`config.mk`:
```
export PLATFORM = sky130hd
export DESIGN_NAME = mult_iter_digit
export DESIGN_NICKNAME = d
export VERILOG_FILES = /design/src/rtl/mult_iter_digit.sv
export SDC_FILE = /design/constraint.sdc
export NUM_CORES = 1
export LEC_CHECK = 0
export CAP_MARGIN = 20
export CORE_MARGIN = 2
export CORE_UTILIZATION = 35
export CTS_CLUSTER_SIZE = 14
export DETAILED_ROUTE_END_ITERATION = 16
export GPL_TIMING_DRIVEN = 0
export MAX_ROUTING_LAYER = met4
export SLEW_MARGIN = 20
export SYNTH_ARGS = -nofsm -noshare
export SYNTH_HDL_FRONTEND = slang
export SYNTH_SLANG_ARGS = --single-unit
```
`constraint.sdc`:
```
create_clock -name clk -period 9.6 [get_ports clk]
set_input_delay 1.92 -clock clk [delete_from_list [all_inputs] [get_ports clk]]
set_output_delay 1.92 -clock clk [all_outputs]
set_load 0.02 [all_outputs]
```
`src/rtl/mult_iter_digit.sv`:
```
// Iterative W x W unsigned multiplier built on one D x D digit multiplier, N*N issue cycles plus one drain.
// Optional MULT_ITER_MAC_EN adds port c and makes the result a*b + c.
module mult_iter_digit #(
  parameter int W = 32,
  parameter int D = 16
) (
  input  logic           clk,
  input  logic           rst,
  input  logic           in_valid,
  output logic           in_ready,
  input  logic [W-1:0]   a,
  input  logic [W-1:0]   b,
`ifdef MULT_ITER_MAC_EN
  input  logic [W-1:0]   c,
`endif
  output logic           out_valid,
  input  logic           out_ready,
  output logic [2*W-1:0] s
);

  localparam int N  = W / D;
  localparam int IW = (N > 1) ? $clog2(N) : 1;

  typedef enum logic [1:0] {IDLE, BUSY, DONE} state_t;

  state_t         state_q, state_d;
  logic [W-1:0]   a_q, a_d, b_q, b_d;
  logic [IW-1:0]  i_q, i_d, j_q, j_d, pi_q, pi_d, pj_q, pj_d;
  logic [2*D-1:0] p_q, p_d;
  logic           p_vld_q, p_vld_d, last_q, last_d;
  logic [2*W-1:0] acc_q, acc_d, s_q, s_d;
  logic [2*W-1:0] p_ext, p_sh, acc_sum;
  logic [D-1:0]   a_dig, b_dig;
  logic [W-1:0]   acc_init;

`ifdef MULT_ITER_MAC_EN
  assign acc_init = c;
`else
  assign acc_init = '0;
`endif

  assign in_ready  = (state_q == IDLE);
  assign out_valid = (state_q == DONE);
  assign s         = s_q;

  // Accumulate stage uses the indices captured alongside p, one cycle behind issue.
  always_comb begin
    a_dig   = a_q[int'(i_q)*D +: D];
    b_dig   = b_q[int'(j_q)*D +: D];
    p_ext   = '0;
    p_ext[2*D-1:0] = p_q;
    p_sh    = p_ext << (D * (int'(pi_q) + int'(pj_q)));
    acc_sum = p_vld_q ? (acc_q + p_sh) : acc_q;
  end

  always_comb begin
    state_d = state_q;
    a_d     = a_q;
    b_d     = b_q;
    i_d     = i_q;
    j_d     = j_q;
    p_d     = p_q;
    pi_d    = pi_q;
    pj_d    = pj_q;
    p_vld_d = 1'b0;
    last_d  = last_q;
    acc_d   = acc_sum;
    s_d     = s_q;
    case (state_q)
      IDLE: begin
        if (in_valid) begin
          a_d     = a;
          b_d     = b;
          acc_d   = {{W{1'b0}}, acc_init};
          i_d     = '0;
          j_d     = '0;
          last_d  = 1'b0;
          state_d = BUSY;
        end
      end
      BUSY: begin
        if (!last_q) begin
          p_d     = (2*D)'(a_dig) * (2*D)'(b_dig);
          pi_d    = i_q;
          pj_d    = j_q;
          p_vld_d = 1'b1;
          if (i_q == IW'(N-1)) begin
            i_d = '0;
            if (j_q == IW'(N-1)) last_d = 1'b1;
            else                 j_d    = j_q + 1'b1;
          end else begin
            i_d = i_q + 1'b1;
          end
        end else begin
          // Drain: fold in the final product and publish.
          s_d     = acc_sum;
          state_d = DONE;
        end
      end
      DONE: begin
        if (out_ready) state_d = IDLE;
      end
      default: state_d = IDLE;
    endcase
  end

  always_ff @(posedge clk) begin
    if (rst) begin
      state_q <= IDLE;
      a_q     <= '0;
      b_q     <= '0;
      i_q     <= '0;
      j_q     <= '0;
      p_q     <= '0;
      pi_q    <= '0;
      pj_q    <= '0;
      p_vld_q <= 1'b0;
      last_q  <= 1'b0;
      acc_q   <= '0;
      s_q     <= '0;
    end else begin
      state_q <= state_d;
      a_q     <= a_d;
      b_q     <= b_d;
      i_q     <= i_d;
      j_q     <= j_d;
      p_q     <= p_d;
      pi_q    <= pi_d;
      pj_q    <= pj_d;
      p_vld_q <= p_vld_d;
      last_q  <= last_d;
      acc_q   <= acc_d;
      s_q     <= s_d;
    end
  end

endmodule

```
* Yosys cells after proc, flatten, opt, wreduce, memory -nomap -nowiden
Cells that the tools add are included.
** Word-level totals
- ROM bits :: 0
- Bits in latches :: 0
- Memories kept :: 0
- Register bits :: 232
- Input bits :: 68
- Bits in writable memories :: 0
- Output and inout port bits :: 66
- Logic and storage cells :: 59
** Cells by class
- Reductions and logical operators :: 10
- Divide/modulo/power cells :: 0
- Multiplexer cells :: 20
- Magnitude comparators :: 0
- Bitwise operators :: 2
- Shift operators :: 3
- $add $sub $neg :: 4
- Eq/ne operators :: 7
- $mul :: 1
** Operators with widths (number)
- 2-to-1 mux 64 bit :: 3
- adder 64 bit :: 1
- variable part select 32 x 6 -> 16 bit :: 2
- left shift 32 x 6 -> 64 bit :: 1
- multiplier 16 x 16 -> 32 bit :: 1
- 2-to-1 mux 1 bit :: 10
- != test 2 bit (second input constant) :: 4
- AND reduction 2 bit :: 4
- 2-to-1 mux 2 bit :: 3
- one-hot mux 1 bit (2 select lines) :: 3
- one-hot mux 2 bit (3 select lines) :: 1
- AND reduction 3 bit :: 2
- AND reduction 4 bit :: 1
- adder 1 bit (second input constant) :: 2
- adder 1 x 1 -> 2 bit :: 1
- == test 2 x 1 -> 1 bit (second input constant) :: 1
- == test 2 bit (second input constant) :: 1
- logical NOT 2 bit :: 1
- != test 2 x 1 -> 1 bit (second input constant) :: 1
- NOT 1 bit :: 2
- nonzero test 2 bit :: 1
- OR reduction 2 bit :: 1

* Logic depth before layout (Yosys ltp)
Gate-level depths: netlist (run 1).
- Depth in word-level cells :: 6
- Gate-level depth with buffers :: 27
- Gate-level depth less buffers :: 24

* Worst setup path before layout (run 1)
OpenSTA, ideal clock, no wires.
- Path type :: reg-to-reg
- From :: reg j_q
- To :: reg p_q[31]
- Cell stages (with the launch flop) :: 26
- Setup slack :: 2582 ps
- Arrival time :: 6932 ps
- Path buffers :: 3
- Cell sequence :: dfxtp_1 clkbuf_1 buf_1 mux2i_1 clkbuf_1 nor2_1 fa_1 inv_1 fa_1 fa_1 fa_1 inv_1 fa_1 inv_1 fa_1 inv_1 ha_1 and3_1 o21ai_0 o21a_1 o41ai_1 nand2_1 o31ai_1 o41ai_1 xnor2_1 a211oi_1
** On the way
- Cells in the longest elaborated chain, start to end :: 2
** RTL lines
- start, declared :: line 28 : logic [IW-1:0] i_q, i_d, j_q, j_d, pi_q, pi_d, pj_q, pj_d;
- start signal, assigned :: line 126 : j_q <= j_d;
- variable part select 32 x 6 -> 16 bit :: line 49 : b_dig = b_q[int'(j_q)*D +: D];
- multiplier 16 x 16 -> 32 bit :: line 83 : p_d = (2*D)'(a_dig) * (2*D)'(b_dig);
- end signal, assigned :: line 127 : p_q <= p_d;
- end, declared :: line 29 : logic [2*D-1:0] p_q, p_d;
Every way passes these cells.
A chain may end at the register's enable or synchronous reset.

* Final worst setup path (run 1)
Same ends and word-level chain as after synthesis.

==> results of run 1 <==
[area by class of cell]
type / count / area [sq um]
inverter: 242 / 908
buffer: 145 / 572
clock inverter: 16 / 223
antenna: 1 / 2.50
tap: 782 / 978
multi-input combinational: 1957 / 15100
timing repair buffer: 132 / 1320
fill: 6084 / 35600
sequential: 232 / 4640
clock buffer: 35 / 788
[state kept, by name, summed over array words and instances (netlist names), 2 cells and up]
register / cells
a_q: 32
acc_q: 64
b_q: 32
p_q: 32
s: 64
state_q: 2
[worst max-delay path, delay by kind of cell (launching register included)]
family | cells | cell delay [ns]
AOI/OAI and AO/OA | 6 | 1.66
xor gates and xnor gates | 1 | 0.30
adders and majority gates | 7 | 3.37
buffers and inverters | 7 | 1.57
DFF | 1 | 0.31
muxes | 1 | 0.82
and+or+nand+nor | 3 | 0.62
[logic make-up after synthesis]
logic type,share of synthesized area (%)
fa+ha+maj,28.3
buf+inv,6.98
mux,5.99
xor+xnor,3.43
flops,21.9
simple gates,17.4
compound gates,16.0
[final timing paths]
| check | startpoint | end | slack, ns | depth (start not counted) |
|---|---|---|---|---|
| hold / removal | b_q[21] | b_q[21] | 0.46 | 2 |
| setup reg to reg | j_q | p_q[31] | 0.78 | 25 |
| hold reg to reg | b_q[21] | b_q[21] | 0.46 | 2 |
| setup / recovery | j_q | p_q[31] | 0.78 | 25 |
[layer usage]
metal | global-route usage, % | up-vias
li1 | - | 8911
met4 | 6.66 | 0
met2 | 42.3 | 556
met3 | 2.37 | 128
met5 | - | -
met1 | 28.0 | 9169
[where the power goes]
part,total (mW),leakage (nW),internal [mW],switching [mW]
Sequential,1.02,1.88,0.990,0.0282
Combinational,0.512,8.17,0.180,0.332
Clock,1.17,0.488,0.715,0.460
Total,2.71,10.5,1.89,0.820
[Yosys cell counts (17+ instances only)]
| library cell | number |
|---|---|
| nand2_1 | 375 |
| nor2_1 | 341 |
| inv_1 | 240 |
| dfxtp_1 | 232 |
| a21oi_1 | 202 |
| fa_1 | 195 |
| ha_1 | 168 |
| clkbuf_1 | 119 |
| mux2i_1 | 91 |
| a21o_1 | 64 |
| a211oi_1 | 62 |
| xnor2_1 | 53 |
| o21ai_0 | 44 |
| mux2_2 | 32 |
| nand4_1 | 31 |
| xor2_1 | 30 |
| and2_1 | 28 |
| o21bai_1 | 25 |
| nor3_1 | 21 |
| a22o_1 | 17 |
==> qor.txt, run 1 <==
Pwr Total: 2.71 mW
Post-DRT Antenna Nets: 0
Max Root-Sink Buffers: 3
#FFs+latches synth: 232
Skew-Pair Late Insertion Delay: 0.58 ns
Seq/Total Area, Yosys: 21.9%
worst slew pin tran: 1.24 ns
Relative slew margins: 14.8%
Site Rows: 90
setup ws final: 0.784 ns
gr usage total: 23.6%
number of synthesized flops with an enable pin: 0
met3 wire length: 3.18 mm
number of I/O pins: 134
met1 wire length: 30.8 mm
CTS sink cnt: 232
number of max-cap violations: 0
vias in the first global route: 19,381
Final Setup Violations: 0
TritonRoute pass-1 iters: 7
Hold Violations, Final: 0
post-synth top area cell: dfxtp_1
first-pass GRT wire length: 112 mm
post-CTS setup buffers: 0
Lkg Pwr: 10.5 nW
Gate Count Post-Synth: 2,576
CTS tree: built
sum of negative setup slack: 0 ns
Placed Area: 23,500 sq um
Worst Hold Class: reg2reg
DR WL met2: 36.2 mm
CTS H-tree depth: 1
root buf cell: clkbuf_16
Final Net Count: 3,169
cell area after layout: 24,600 sq um
Die Area: 62,600 sq um
Area growth, synth to finish: 15.8%
Mapped Area: 21,200 sq um
most used cell, CP: fa_1
Worst EP arrival: 9.25 ns
syn nets: 3,007
CTS buffer count: 28
unrepaired setup endpoints after global routing: false
port bufs: 132
Post-Route WL: 72.6 mm
pwr/cell area: 110 nW/um^2
GR Overflow Total: 0
run status: finished clean
top cell type's share of synthesized area: 21.9%
asr flop ratio synth: 0%
Place WS: 0.765 ns
most frequent cells in the layout: nand2_1, nor2_1, inv_1, dfxtp_1, a21oi_1
DP Cell Count: 3,490
Final Non-Filler Cells: 3,542
kind of critical path: reg2reg
Clock Skews: 0.0137 ns
worst vdd ir: 0.118 mV
top layer in use: met4
Min Hold Slack: 0.458 ns
DRC viols: 0
fin util: 40.9%
layout cells sized above 1: 4.60%
pin count of the biggest net entering global routing: 14
worst-path fanout max: 10
critical path's slowest cell: mux2i_1
drt wl/cell: 20.5 um
Crit path required time: 10.03 ns
CP endpoint kind: flop
fmax: 113 MHz
commonest non-fill, non-tap cell in the layout: nand2_1
Clock transition at path regs: 0.06 ns
Slew Limit Fails: 0
top_reg_cell synth: dfxtp_1
Tmin final: 8.82 ns
Worst setup SP type: flop
die width: 250 um
# hold bufs at CTS: 0
period utilization: 91.8%
DR iter-0 viols: 1,079
distinct cell type count after synthesis: 80
GPL Wtd Cong: 0.990
slowest stage delay, CP: 0.82 ns
hpwl dp: 60.0 mm
core area: 60,100 sq um
syn_area_per_cell: 8.24 sq um
vias per cell: 5.30
Starting Density: 35.3%
initial antenna violation count: 1
yosys warns: 0
Die Y: 250 um
via count: 18,764
synth top area cells: dfxtp_1, fa_1, ha_1, nand2_1, nor2_1
Post-CTS Resized: 0
(Power assumes the default switching activity.)
==> run 2, diff against run 1 <==
Settings changed: MAX_ROUTING_LAYER met4 to default, TNS_END_PERCENT from default to 10.
==> run 2 against run 1 <==
Net effect: final cell count about the same; die area unchanged; highest routed layer unchanged; largest power group unchanged; wire length decreased by 1.9%.
==> qor.txt, run 2 (same netlist as run 1, synthesis figures left out) <==
initial antenna violation count: 1
Max Root-Sink Buffers: 3
DP Cell Count: 3,491
gr usage total: 22.5%
worst-path fanout max: 10
Post-DRT Antenna Nets: 0
Placed Area: 23,500 sq um
# hold bufs at CTS: 0
CP endpoint kind: flop
root buf cell: clkbuf_16
unrepaired setup endpoints after global routing: false
most frequent cells in the layout: nand2_1, nor2_1, inv_1, dfxtp_1, a21oi_1
number of max-cap violations: 0
Area growth, synth to finish: 15.7%
Relative slew margins: 22.7%
Lkg Pwr: 10.5 nW
Die Area: 62,600 sq um
port bufs: 132
pin count of the biggest net entering global routing: 15
vias per cell: 5.29
GR Overflow Total: 0
Filler cells: 6,111
Clock Skews: 0.0221 ns
Final Setup Violations: 0
pwr/cell area: 109 nW/um^2
first-pass GRT wire length: 109 mm
CTS buffer count: 27
cell area after layout: 24,500 sq um
Reg2Reg Setup Slack: 0.49 ns
fmax: 110 MHz
kind of critical path: reg2reg
Starting Density: 35.3%
Worst Hold Class: reg2reg
worst slew pin tran: 1.13 ns
period utilization: 94.9%
fin util: 40.8%
DR iter-0 viols: 993
Tmin final: 9.11 ns
worst vdd ir: 0.127 mV
GPL Wtd Cong: 0.993
worst r2r src: j_q
die width: 250 um
CTS sink cnt: 232
R2R Path End: p_q[31]
sum of negative setup slack: 0 ns
core area: 60,100 sq um
drt wl/cell: 20.1 um
number of I/O pins: 134
Skew-Pair Late Insertion Delay: 0.58 ns
Final Non-Filler Cells: 3,543
Post-CTS Resized: 0
hpwl dp: 59.1 mm
post-CTS setup buffers: 0
Site Rows: 90
via count: 18,726
Final Net Count: 3,170
Slew Limit Fails: 0
CTS tree: built
Critical Path Start: j_q
Worst Setup EP: p_q[31]
Die Y: 250 um
DRC viols: 0
Hold Violations, Final: 0
vias in the first global route: 18,983
Worst setup SP type: flop
worst reg2reg path depth: 25
run status: finished clean
Worst EP arrival: 9.52 ns
Min Hold Slack: 0.455 ns
CTS H-tree depth: 1
layout cells sized above 1: 4.46%
Crit path required time: 10.01 ns
Post-Route WL: 71.2 mm
commonest non-fill, non-tap cell in the layout: nand2_1
Clock transition at path regs: 0.06 ns
TritonRoute pass-1 iters: 6
-- run 2: changes by cell type in the layout (fill, tap and decap cells not counted) --
cell,before,now
clkinvlp_4,4,3
mux2i_2,9,6
bufinv_16,5,6
clkbuf_1,121,123
clkbuf_8,4,3
clkbuf_16,29,27
mux2i_1,82,85
clkinv_4,0,2
buf_4,5,7
clkinv_2,5,3
-- run 2: where the power goes --
| group | internal [mW] | total (mW) | switching, mW |
|---|---|---|---|
| Sequential | 0.990 | 1.02 | 0.0269 |
| Combinational | 0.181 | 0.512 | 0.331 |
| Clock | 0.703 | 1.15 | 0.448 |
-- run 2: critical path, cell delays in order (launching register included) --
cell	delay [ns]
dfxtp_1	0.31
clkbuf_1	0.29
buf_1	0.60
mux2i_1	0.84
clkbuf_1	0.48
nor2_1	0.16
fa_1	0.58
inv_1	0.05
fa_1	0.46
fa_1	0.49
fa_1	0.55
inv_1	0.05
fa_1	0.47
inv_1	0.05
fa_1	0.48
inv_1	0.04
ha_1	0.36
and3_1	0.23
o21ai_0	0.15
o21a_1	0.23
o41ai_1	0.69
nand2_1	0.29
o31ai_1	0.39
o41ai_1	0.13
xnor2_1	0.43
a211oi_1	0.15
-- run 2: how the worst min path moves through the flow --
| stage | start | end | depth (start not counted) |
|---|---|---|---|
| finish | b_q[4] | b_q[4] | 2 |
| global route | b_q[5] | b_q[5] | 2 |
| CTS | b_q[6] | b_q[6] | 2 |
| detailed placement | b_q[6] | b_q[6] | 2 |
| global placement | b_q[6] | b_q[6] | 2 |
| floorplan | b_q[25] | b_q[25] | 2 |
-- run 2: stage by stage --
step | power (mW) | setup WS (ns)
finish | 2.68 | 0.492
global route | 2.79 | 0.129
CTS | 2.70 | 0.574
detailed placement | 1.55 | 0.582
global placement | 1.53 | 0.835
floorplan | 1.36 | 2.58
-- run 2: final cells by class --
type	count	area (sq um)	share of cell area, %
Tap cell	782	978	3.99
Inverter	242	908	3.70
Timing Repair Buffer	134	1340	5.44
Sequential cell	232	4640	18.9
Buffer	145	572	2.33
Multi-Input combinational cell	1957	15100	61.6
Clock inverter	16	253	1.03
Clock buffer	34	732	2.98
Antenna cell	1	2.50	0.0102
-- run 2: layer usage --
metal / GRT usage (%) / routed length (um) / vias up
li1: - / - / 8890
met3: 3.13 / 3970 / 150
met5: 0 / 0 / -
met2: 39.4 / 34200 / 637
met1: 27.6 / 29600 / 9049
met4: 9.53 / 3420 / 0
==> run 3, diff against run 2 <==
--- a/config.mk
+++ b/config.mk
@@ -11,5 +11,4 @@
 export CTS_CLUSTER_SIZE = 14
 export DETAILED_ROUTE_END_ITERATION = 16
-export GPL_TIMING_DRIVEN = 0
 export SLEW_MARGIN = 20
 export SYNTH_ARGS = -nofsm -noshare
==> constraint.sdc (replaced) <==
create_clock -name clk -period 9.6 [get_ports clk]
set_input_delay 0.96 -clock clk [delete_from_list [all_inputs] [get_ports clk]]
set_output_delay 0.96 -clock clk [all_outputs]
set_load 0.05 [all_outputs]
==> run 3 against run 2 <==
Net effect: total power shrank 5.5%; global-route usage is 2.6 points lower; first-iteration DRC count up 2.3%; highest routed layer unchanged; via count is 4.5% lower; largest cell class unchanged.
==> qor.txt, run 3 (same netlist as run 1, synthesis figures left out) <==
run status: finished clean
gr usage total: 19.8%
Clock transition at path regs: 0.06 ns
Max Root-Sink Buffers: 3
Crit path required time: 10.07 ns
pin count of the biggest net entering global routing: 125
Clock Power Share: 40.9%
total internal power: 1.79 mW
first-pass GRT wire length: 99.4 mm
commonest non-fill, non-tap cell in the layout: nand2_1
Place WS: 1.84 ns
slowest stage delay, CP: 0.99 ns
area of the multi-input gates: 15,100 sq um
Final Setup Violations: 0
fmax: 128 MHz
period utilization: 81.1%
Final Non-Filler Cells: 3,413
CTS buffer count: 25
worst vdd ir: 0.119 mV
Site Rows: 90
pwr/cell area: 106 nW/um^2
switching share of power: 29.2%
GPL Wtd Cong: 0.969
die width: 250 um
Lkg Pwr: 10.4 nW
most frequent cells in the layout: nand2_1, nor2_1, inv_1, dfxtp_1, a21oi_1
Post-Route WL: 62.9 mm
drt wl/cell: 18.4 um
core area: 60,100 sq um
worst-path fanout max: 37
vias in the first global route: 18,167
CTS sink cnt: 232
CTS H-tree depth: 1
Worst setup SP type: flop
CTS tree: built
Post-DRT Antenna Nets: 0
CP Cell Sequence: mux2i_1, nor2_1, fa_1, inv_1, fa_1, fa_1, fa_1, inv_1, fa_1, inv_1, fa_1, inv_1, ha_1, and3_1, o21ai_0, o21a_1, o41ai_1, nand2_1, o31ai_1, o41ai_1, xnor2_1, a211oi_1
Die Area: 62,600 sq um
Post-CTS Resized: 0
Gate power share: 18.6%
root buf cell: clkbuf_16
Register Area: 4650 sq um
Slew Limit Fails: 0
Filler cells: 6,122
most used cell, CP: fa_1
kind of critical path: reg2reg
TritonRoute pass-1 iters: 6
post-CTS setup buffers: 0
number of I/O pins: 134
Relative slew margins: 28.1%
sum of negative setup slack: 0 ns
Area growth, synth to finish: 13.2%
initial antenna violation count: 0
worst slew pin tran: 1.05 ns
DRC viols: 0
unrepaired setup endpoints after global routing: false
layout cells sized above 1: 4.87%
number of max-cap violations: 0
# hold bufs at CTS: 0
setup ws final: 1.81 ns
Clock Skews: 0.0205 ns
Reg2Reg Setup Slack: 1.81 ns
hpwl dp: 51.1 mm
Tmin final: 7.79 ns
Starting Density: 35.3%
Worst Hold Class: reg2reg
DR iter-0 viols: 1,016
GR Overflow Total: 0
CP delay by family, top: adder cells
CP endpoint kind: flop
Flop pwr share: 40.5%
via count: 17,883
port bufs: 133
DP Cell Count: 3,367
vias per cell: 5.24
WP buf/inv: 4
Skew-Pair Late Insertion Delay: 0.56 ns
Hold Violations, Final: 0
Antenna diodes: 0
Die Y: 250 um
Psw: 740 uW
Final Net Count: 3,043
critical path's slowest cell: dfxtp_2
Worst EP arrival: 8.26 ns
-- run 3: metal layers --
metal | track usage [%] | up-vias | wire (um)
li1 | - | 8653 | -
met3 | 2.08 | 130 | 2720
met1 | 25.1 | 8572 | 27500
met5 | 0 | - | 0
met4 | 8.50 | 0 | 3010
met2 | 34.3 | 528 | 29700
-- run 3: path summary, 6_finish.rpt --
| check | cells after the start | startpoint | to |
|---|---|---|---|
| worst max register to register | 22 | i_q | p_q[31] |
| worst min register to register | 2 | b_q[25] | b_q[25] |
| worst min-delay path | 2 | b_q[25] | b_q[25] |
| worst max-delay path | 22 | i_q | p_q[31] |
-- run 3: power groups by stage --
stage | Sequential, mW | Combinational (mW) | Clock (mW)
final | 1.03 | 0.471 | 1.04
after global routing | 1.03 | 0.525 | 1.10
after CTS | 1.03 | 0.471 | 1.06
after detailed placement | 1.05 | 0.467 | 0
after global placement | 1.05 | 0.460 | 0
after floorplan | 1.03 | 0.332 | 0
-- run 3: area by class of cell --
cell class / instances / area share, %
clock buffers: 34 / 2.95
clock inverters: 12 / 0.740
inverters: 242 / 3.78
multi-input cells: 1957 / 62.9
flip-flops and latches: 232 / 19.4
well taps: 782 / 4.07
repair buffers: 154 / 6.20
-- run 3: stage by stage --
step	hold slack [ns]	instance area [sq um]	total power [mW]	utilization [%]
floorplan	0.433	21200	1.36	-
global placement	0.452	23100	1.51	38.5
detailed placement	0.454	23100	1.51	38.5
CTS	0.464	24000	2.56	39.9
global route	0.483	24000	2.65	39.9
finish	0.465	24000	2.53	39.9
-- run 3: worst register-to-register path: cells and delay by family, from the launching register on --
family / cells / cell delay [ns]
AOI/OAI and AO/OA: 6 / 1.74
xor gates and xnor gates: 1 / 0.13
adders and majority gates: 7 / 3.19
buffers and inverters: 4 / 0.19
DFF: 1 / 0.99
muxes: 1 / 0.89
and+or+nand+nor: 3 / 0.59
